## src/rtl/icache_direct_pkg.sv

```systemverilog
// Shared constants for the direct-mapped instruction cache: FSM encodings and default geometry.
package icache_direct_pkg;

    typedef enum logic [1:0] {
        ICACHE_IDLE      = 2'd0,
        ICACHE_MISS      = 2'd1,
        ICACHE_WAIT_DROP = 2'd2
    } icache_state_e;

    localparam int ICACHE_INDEX_BITS_DEF = 6;
    localparam int ICACHE_ADDR_W_DEF     = 32;

endpackage

```

## src/rtl/icache_direct_tag_array.sv

```systemverilog
// Valid/tag/data storage for icache_direct: combinational read, synchronous write,
// single-cycle clear of every valid bit. Everything freezes while en_i is low.
module icache_tag_array #(
    parameter int INDEX_BITS = 6,
    parameter int TAG_W      = 24
) (
    input  logic                  clk_in,
    input  logic                  rst_in,
    input  logic                  en_i,
    input  logic [INDEX_BITS-1:0] rd_idx_i,
    output logic                  rd_valid_o,
    output logic [TAG_W-1:0]      rd_tag_o,
    output logic [31:0]           rd_data_o,
    input  logic                  wr_en_i,
    input  logic [INDEX_BITS-1:0] wr_idx_i,
    input  logic [TAG_W-1:0]      wr_tag_i,
    input  logic [31:0]           wr_data_i,
    input  logic                  clr_i
);

    localparam int LINES = 1 << INDEX_BITS;

    logic [LINES-1:0] valid_q;
    logic [TAG_W-1:0] tag_q  [LINES];
    logic [31:0]      data_q [LINES];

    // Clear wins over a same-cycle write so an invalidated fill never becomes visible.
    always_ff @(posedge clk_in) begin
        if (rst_in) begin
            valid_q <= '0;
        end else if (en_i) begin
            if (clr_i)
                valid_q <= '0;
            else if (wr_en_i)
                valid_q[wr_idx_i] <= 1'b1;
        end
    end

    always_ff @(posedge clk_in) begin
        if (en_i && wr_en_i) begin
            tag_q[wr_idx_i]  <= wr_tag_i;
            data_q[wr_idx_i] <= wr_data_i;
        end
    end

    assign rd_valid_o = valid_q[rd_idx_i];
    assign rd_tag_o   = tag_q[rd_idx_i];
    assign rd_data_o  = data_q[rd_idx_i];

endmodule

```

## src/rtl/icache_direct.sv

```systemverilog
// Direct-mapped instruction cache controller, one 32-bit word per line.
// Optional hit/miss counters enabled with ICACHE_STATS_EN.
module icache_direct
    import icache_direct_pkg::*;
#(
    parameter int INDEX_BITS = ICACHE_INDEX_BITS_DEF,
    parameter int ADDR_W     = ICACHE_ADDR_W_DEF
) (
    input  logic              clk_in,
    input  logic              rst_in,
    input  logic              rdy_in,
    input  logic              fetch_req,
    input  logic [ADDR_W-1:0] fetch_addr,
    input  logic              flush_in,
    input  logic              inval_in,
    output logic              ins_valid,
    output logic [31:0]       ins_out,
    output logic              busy,
    output logic              mem_need,
    output logic [ADDR_W-1:0] mem_addr,
    input  logic              mem_ready,
    input  logic [31:0]       mem_ins
`ifdef ICACHE_STATS_EN
    ,
    output logic [31:0]       hit_cnt,
    output logic [31:0]       miss_cnt
`endif
);

    localparam int TAG_W = ADDR_W - INDEX_BITS - 2;

    icache_state_e     state_q, state_d;
    logic              ins_valid_q, ins_valid_d;
    logic [31:0]       ins_out_q, ins_out_d;
    logic              mem_need_q, mem_need_d;
    logic [ADDR_W-1:0] mem_addr_q, mem_addr_d;
    logic              killed_q, killed_d;
    logic              nofill_q, nofill_d;
    logic              busy_d;
    logic              wr_en;

    logic              rd_valid;
    logic [TAG_W-1:0]  rd_tag;
    logic [31:0]       rd_data;

    logic req_ok, lookup_hit;
    assign req_ok     = fetch_req && !flush_in;
    // A same-cycle invalidate wipes the line, so the lookup must not hit on it.
    assign lookup_hit = rd_valid && (rd_tag == fetch_addr[ADDR_W-1:INDEX_BITS+2]) && !inval_in;

    // The latched miss address doubles as the fill index/tag.
    icache_tag_array #(
        .INDEX_BITS(INDEX_BITS),
        .TAG_W     (TAG_W)
    ) u_tags (
        .clk_in    (clk_in),
        .rst_in    (rst_in),
        .en_i      (rdy_in),
        .rd_idx_i  (fetch_addr[INDEX_BITS+1:2]),
        .rd_valid_o(rd_valid),
        .rd_tag_o  (rd_tag),
        .rd_data_o (rd_data),
        .wr_en_i   (wr_en),
        .wr_idx_i  (mem_addr_q[INDEX_BITS+1:2]),
        .wr_tag_i  (mem_addr_q[ADDR_W-1:INDEX_BITS+2]),
        .wr_data_i (mem_ins),
        .clr_i     (inval_in)
    );

    always_ff @(posedge clk_in) begin
        if (rst_in) begin
            state_q     <= ICACHE_IDLE;
            ins_valid_q <= 1'b0;
            ins_out_q   <= '0;
            busy        <= 1'b0;
            mem_need_q  <= 1'b0;
            mem_addr_q  <= '0;
            killed_q    <= 1'b0;
            nofill_q    <= 1'b0;
        end else if (rdy_in) begin
            state_q     <= state_d;
            ins_valid_q <= ins_valid_d;
            ins_out_q   <= ins_out_d;
            busy        <= busy_d;
            mem_need_q  <= mem_need_d;
            mem_addr_q  <= mem_addr_d;
            killed_q    <= killed_d;
            nofill_q    <= nofill_d;
        end
    end

    always_comb begin
        state_d = state_q;
        unique case (state_q)
            ICACHE_IDLE:      if (req_ok && !lookup_hit) state_d = ICACHE_MISS;
            ICACHE_MISS:      if (mem_ready) state_d = ICACHE_WAIT_DROP;
            ICACHE_WAIT_DROP: state_d = ICACHE_IDLE;
            default:          state_d = ICACHE_IDLE;
        endcase
    end

    always_comb begin
        ins_valid_d = 1'b0;
        ins_out_d   = ins_out_q;
        busy_d      = busy;
        mem_need_d  = mem_need_q;
        mem_addr_d  = mem_addr_q;
        killed_d    = killed_q;
        nofill_d    = nofill_q;
        wr_en       = 1'b0;
        unique case (state_q)
            ICACHE_IDLE: begin
                if (req_ok) begin
                    if (lookup_hit) begin
                        ins_valid_d = 1'b1;
                        ins_out_d   = rd_data;
                    end else begin
                        mem_need_d = 1'b1;
                        mem_addr_d = fetch_addr & ~ADDR_W'(3);
                        busy_d     = 1'b1;
                        killed_d   = 1'b0;
                        nofill_d   = 1'b0;
                    end
                end
            end
            ICACHE_MISS: begin
                killed_d = killed_q || flush_in || inval_in;
                nofill_d = nofill_q || inval_in;
                if (mem_ready) begin
                    mem_need_d = 1'b0;
                    wr_en      = !(nofill_q || inval_in);
                    if (!(killed_q || flush_in || inval_in)) begin
                        ins_valid_d = 1'b1;
                        ins_out_d   = mem_ins;
                    end
                    killed_d = 1'b0;
                    nofill_d = 1'b0;
                end
            end
            ICACHE_WAIT_DROP: busy_d = 1'b0;
            default: ;
        endcase
    end

    assign ins_valid = ins_valid_q;
    assign ins_out   = ins_out_q;
    assign mem_need  = mem_need_q;
    assign mem_addr  = mem_addr_q;

`ifdef ICACHE_STATS_EN
    logic [31:0] hit_cnt_q, miss_cnt_q;
    logic        acc_lookup;
    assign acc_lookup = (state_q == ICACHE_IDLE) && req_ok;

    always_ff @(posedge clk_in) begin
        if (rst_in) begin
            hit_cnt_q  <= '0;
            miss_cnt_q <= '0;
        end else if (rdy_in && acc_lookup) begin
            if (lookup_hit) hit_cnt_q  <= hit_cnt_q + 32'd1;
            else            miss_cnt_q <= miss_cnt_q + 32'd1;
        end
    end

    assign hit_cnt  = hit_cnt_q;
    assign miss_cnt = miss_cnt_q;
`endif

endmodule

```

## config.mk

```make
export PLATFORM = sky130hd
export DESIGN_NAME = icache_direct
export DESIGN_NICKNAME = d
export VERILOG_FILES = /design/src/rtl/icache_direct_pkg.sv /design/src/rtl/icache_direct_tag_array.sv /design/src/rtl/icache_direct.sv
export SDC_FILE = /design/constraint.sdc
export NUM_CORES = 2
export LEC_CHECK = 0
export CAP_MARGIN = 20
export CORE_MARGIN = 2
export CORE_UTILIZATION = 56
export CTS_BUF_LIST = sky130_fd_sc_hd__clkbuf_4 sky130_fd_sc_hd__clkbuf_8 sky130_fd_sc_hd__clkbuf_16
export DETAILED_ROUTE_END_ITERATION = 10
export PLACE_DENSITY = 0.75
export RECOVER_POWER = 100
export SLEW_MARGIN = 15
export SYNTH_ARGS = -nofsm -noshare
export SYNTH_HDL_FRONTEND = slang
export SYNTH_HIERARCHICAL = 1
export SYNTH_SLANG_ARGS = --single-unit
```

## constraint.sdc

```tcl
create_clock -name clk_in -period 4.5 [get_ports clk_in]
set_clock_uncertainty 0.1 [all_clocks]
set_input_delay 0.45 -clock clk_in [delete_from_list [all_inputs] [get_ports clk_in]]
set_output_delay 0.45 -clock clk_in [all_outputs]
set_load 0.05 [all_outputs]
```

* Word level (Yosys, flattened, before mapping)
Memories as Yosys holds them, arrays and structs flattened. Cells that the tools add are included.
Word-level totals: logic and storage cells 83, bits of input ports 71, RAM bits 3584, register bits after elaboration 133, memories 2, output and inout port bits 67
Memories:
- u_tags.data_q | depth 64, width 32, rd ports 1, clocked after Yosys merged registers in 0, write ports 1, RTL line icache_direct_tag_array.sv:25 | logic [31:0] data_q [LINES];
- u_tags.tag_q | depth 64, width 24, rd ports 1, clocked after Yosys merged registers in 0, write ports 1, RTL line icache_direct_tag_array.sv:24 | logic [TAG_W-1:0] tag_q [LINES];
Cells by class: multiplexer cells 34, reduce and logical (&&, ||, !) cells 24, eq/ne operators 9, bitwise logic cells 2, magnitude comparators 3
Operator list (count):
- $mux W32 | 4
- $mux W64 | 2
- $or A64 B64 Y64 | 1
- $pmux W32 S2 | 1
- $eq A24 B24 Y1 | 1
- $mux W1 | 17
- $lt A6 B7 Y1 const B | 2
- $ne A2 B2 Y1 const B | 6
- $reduce_and A4 Y1 | 3
- $pmux W1 S2 | 5
- $bmux W1 S6 | 1
- $demux W1 S6 | 1
- $ge A6 B1 Y1 const B | 1
- $logic_and A1 B1 Y1 | 6
- $reduce_and A6 Y1 | 1
- $reduce_bool A2 Y1 | 3
- $reduce_and A5 Y1 | 1
- $logic_not A1 Y1 | 4
- $mux W2 | 2
- $pmux W2 S2 | 1
- $logic_or A1 B1 Y1 | 3
- $reduce_and A3 Y1 | 1
- $eq A2 B1 Y1 const B | 1
- $eq A2 B2 Y1 const B | 1
- 3 further kinds | 3

* Depth between registers and ports, before layout
depth after elaboration 8, gate-level depth with buffers 15

* Hierarchy
The synthesis kept the hierarchy.
By module, submodules not included:
- icache_tag_array | instances 1, seq. area each 108904.4 µm², area each 138765.6 µm², cells an instance 5915
- icache_direct | instances 1, seq. area each 1381.3 µm², area each 3807.4 µm², cells an instance 388

* Least setup slack after synthesis
OpenSTA, ideal clock, no wires.
kind register to register, start reg state_q[0], end mem u_tags.data_q[28][0], enable pin, arrival time 4264 ps, buffers on the path 3, setup time 470 ps, slack -334 ps, stages on the path, launching flop included 10, cell sequence dfxtp_1 nor2b_1 clkbuf_1 buf_2 nand2_1 nor3_1 and2_1 clkbuf_1 nand2_1 nor2_1
Between the ends: longest elaborated chain between the ends 5
Ends and longest elaborated chain:
- from (decl) | RTL line icache_direct.sv:32 | icache_state_e state_q, state_d;
- from (signal assigned) | RTL line icache_direct.sv:81 | state_q <= state_d;
- $eq A2 B1 Y1 | RTL line icache_direct.sv:111 | unique case (state_q)
- $mux W1 | RTL line icache_direct.sv:111
- via wr_en | RTL line icache_direct.sv:40 | logic wr_en;
- $logic_and A1 B1 Y1 | RTL line icache_direct_tag_array.sv:40 | if (en_i && wr_en_i) begin
- $mux W1 | RTL line icache_direct_tag_array.sv:40
- $mux W1 (not written as such) | RTL line icache_direct_tag_array.sv:42 | data_q[wr_idx_i] <= wr_data_i;
- to (decl) | RTL line icache_direct_tag_array.sv:25
The timed path passes the listed nets, and every way through them passes these cells.

* Worst setup path in the final report
start reg state_q[0], end mem u_tags.data_q[54][23], enable pin
Same word-level chain as after synthesis.

==> key figures <==
Timing
  • Final Hold Vio Count: 0
  • Max-slew headroom: -93.8%
  • Final setup TNS: -0.0199 ns
  • RSZ-0062 raised after global routing: no
  • Max-slew violations: approximately 5000
  • Worst Max-Slew Pin Slew: roughly 2.9 ns
  • Min Hold Slack: 0.0829 ns
  • Fin crit share: 100%
  • Fmax: approximately 0.22 GHz
  • Crit path time final: about 4.5 ns
  • Final setup viols: 3
  • Final setup margin: -0.00881 ns

Synth
  • FF+latch count, synth: 3717
  • Avg Cell Area, Syn: between 20 and 25 um^2
  • Cell area after synthesis: between 100000 and 150000 um^2
  • Synth unique cells: 53
  • Synth warn: 6
  • Post-synth EDFFs: roughly 3600
  • Most common flop cell mapped by yosys: edfxtp_1
  • Seq/Total Area, Yosys: a little under 80%
  • Ys async rst share: 0%
  • Cells after synthesis: ~6300

Power
  • Peak supply drop: between 0.4 and 0.5 mV
  • Power Total: between 0.07 and 0.08 W
  • PwrDens: roughly 440 nW/um^2
  • Static Leak: 49.7 nW

Route
  • Drt pass-1 iters: 6
  • Routed WL per cell: between 40 and 50 um
  • WL final: 426000 um
  • Vias post-DR: approximately 75000
  • Drt via density: 7.10
  • # DRC: 0
  • Initial drt markers: about 13000
  • DRT antenna net count: 0

Cells and area
  • Most frequent cells in the layout: edfxtp_1, mux4_2, clkbuf_16
  • Most common cell after layout, fill and taps aside: edfxtp_1
  • Nets: ~7000
  • Proportion of layout cells with a drive suffix above 1: 29.3%
  • Register area: roughly 110000 um^2
  • Layout area overhead: 14.1%
  • Final core occ: about 64%
  • Area taken by multi-input logic gates: approximately 30000 um^2
  • # fillers: 16015

Placed design
  • Placer Congestion: 0.822
  • Pre-CTS setup slack: -0.467 ns
  • DP HPWL: 219000 um
  • Port Buffers: approximately 130

CTS
  • Clock input transition at the sequential cells of the worst setup and hold paths: about 0.060 ns
  • Clk_lat worst skew: 1.00 ns
  • Post-CTS Setup Inserts: 0
  • CTS tree: built
  • Clk root buf: clkbuf_16
  • CTS H-tree lvls: 5
  • Clk buf depth: 4
  • Inserted Clock Buffers: approximately 370
  • Clk sink count: 3717

GRT
  • First-pass GRT wire length: 583000 um
  • Pin count of the biggest net entering global routing: 67
  • Vias in the first global route: 73478
  • Initial antenna violation count: 24
  • Gr usage total: between 30% and 40%
  • Grt total ovfl: 0

Critical path
  • Startpoint Class: register
  • Critical setup path kind: reg -> reg
  • Crit path DAT: roughly 4.9 ns
  • Worst EP required: around 4.9 ns
  • CP Max Fanout: 32
  • CP Capture Type: register

Outcome
  • Outcome: finished with violations
  • Violated checks: max-capacitance violations, max-slew violations, negative setup slack

Flow run
  • Max-cap violations: 120

Die
  • Die height: slightly above 500 um
  • Die area: 259000 um^2
  • # rows: between 150 and 200
  • Initial core utilization: between 50% and 60%
  • I/O pin count: ~140
  • Die W: 509 um
  • Core area: between 200000 and 300000 um^2

Worst hold path
  • Worst hold path type: in -> reg
layout make-up:
class,count,area share (%)
sequential,3717,67.8
tap,3366,2.59
multi-input combinational,2228,18.9
antenna,14,0.0215
clock inverter,183,1.02
clock buffer,479,6.36
timing repair buffer,600,3.28
inverter,6,0.0138
cell families (layout without fill, tap and decap cells):
group                  Yosys count  count (layout)  share of synthesized area [%]
XOR/XNOR                        23              23                          0.141
AO/OA/AOI/OAI                  422             422                           1.92
multiplexers                  1277            1277                           17.7
flip-flops                    3717            3717                           77.4
other                            1              16                        0.00263
AND/OR/NAND/NOR                504             504                           1.65
buffers and inverters          359            1268                           1.20
stage by stage:
stage / area (um^2) / instances
after floorplan: 143000 / 6304
after global placement: 152000 / 9899
after detailed placement: 152000 / 9900
after CTS: 164000 / 10571
after global routing: 163000 / 10588
final: 163000 / 10593
layer usage:
layer	GRT usage (%)	wire [um]	vias up
met5	0	51	-
met4	17.3	27900	8
met3	9.36	65100	1294
met2	49.6	193000	6788
met1	44.4	140000	39183
li1	-	-	27885
worst max-delay path: stages, from the launching register on:
cell and delay, ns:
dfxtp_1 0.39, nor2b_1 0.22, nand2_1 0.13, nor3_1 0.22, and2_0 0.53, nand2_1 0.12, clkbuf_1 0.39, nor2_1 0.26
clkbuf_2 1.65
timing repair:
| action | 4_1_cts | 5_1_grt |
|---|---|---|
| resized for setup | 1 | 1 |
| hold buffers | 9 | 4 |
| endpoints found under the hold margin | 243 | 144 |
| endpoints found under the setup margin | 17 | 6 |
synthesized netlist by cell type, types with 31 or more instances:
cell type  count  area, um^2
clkbuf_1     158         593
dfxtp_1      133        2660
nor2_1       190         713
mux4_2       982       22100
o21ai_1       48         240
nor2b_1       46         288
edfxtp_1    3584      108000
nand3_1       51         255
nand2b_1      67         419
mux2i_1      210        2100
buf_2        123         616
a21oi_1      127         636
buf_4         31         233
o211ai_1      45         338
a22oi_1      157        1180
nand2_1      113         424
mux2_2        56         631
state kept, by name, summed over array words and instances, names as in the netlist:
signal and cells:
busy 1, ins_out 32, ins_valid 1, killed_q 1
mem_addr 30, mem_need 1, nofill_q 1, state_q 2
u_tags/data_q 2048, u_tags/tag_q 1536, u_tags/valid_q 64
path summary, 6_finish.rpt:
path,start,to,slack [ns],cells after the start
worst min-delay path,fetch_addr[24],mem_addr[24],0.08,3
worst min register to register,u_tags/valid_q[50],u_tags/valid_q[50],0.37,2
worst max-delay path,state_q[0],u_tags/data_q[54][23],-0.009,8
worst max register to register,state_q[0],u_tags/data_q[54][23],-0.009,8
power by group:
part	internal [W]	total, W	switching, W
Combinational	0.00132	0.00334	0.00202
Clock	0.0178	0.0306	0.0128
Sequential	0.0379	0.0379	0.0000426
Total	0.0570	0.0718	0.0149
No activity file was read; power rests on OpenSTA's default activity.
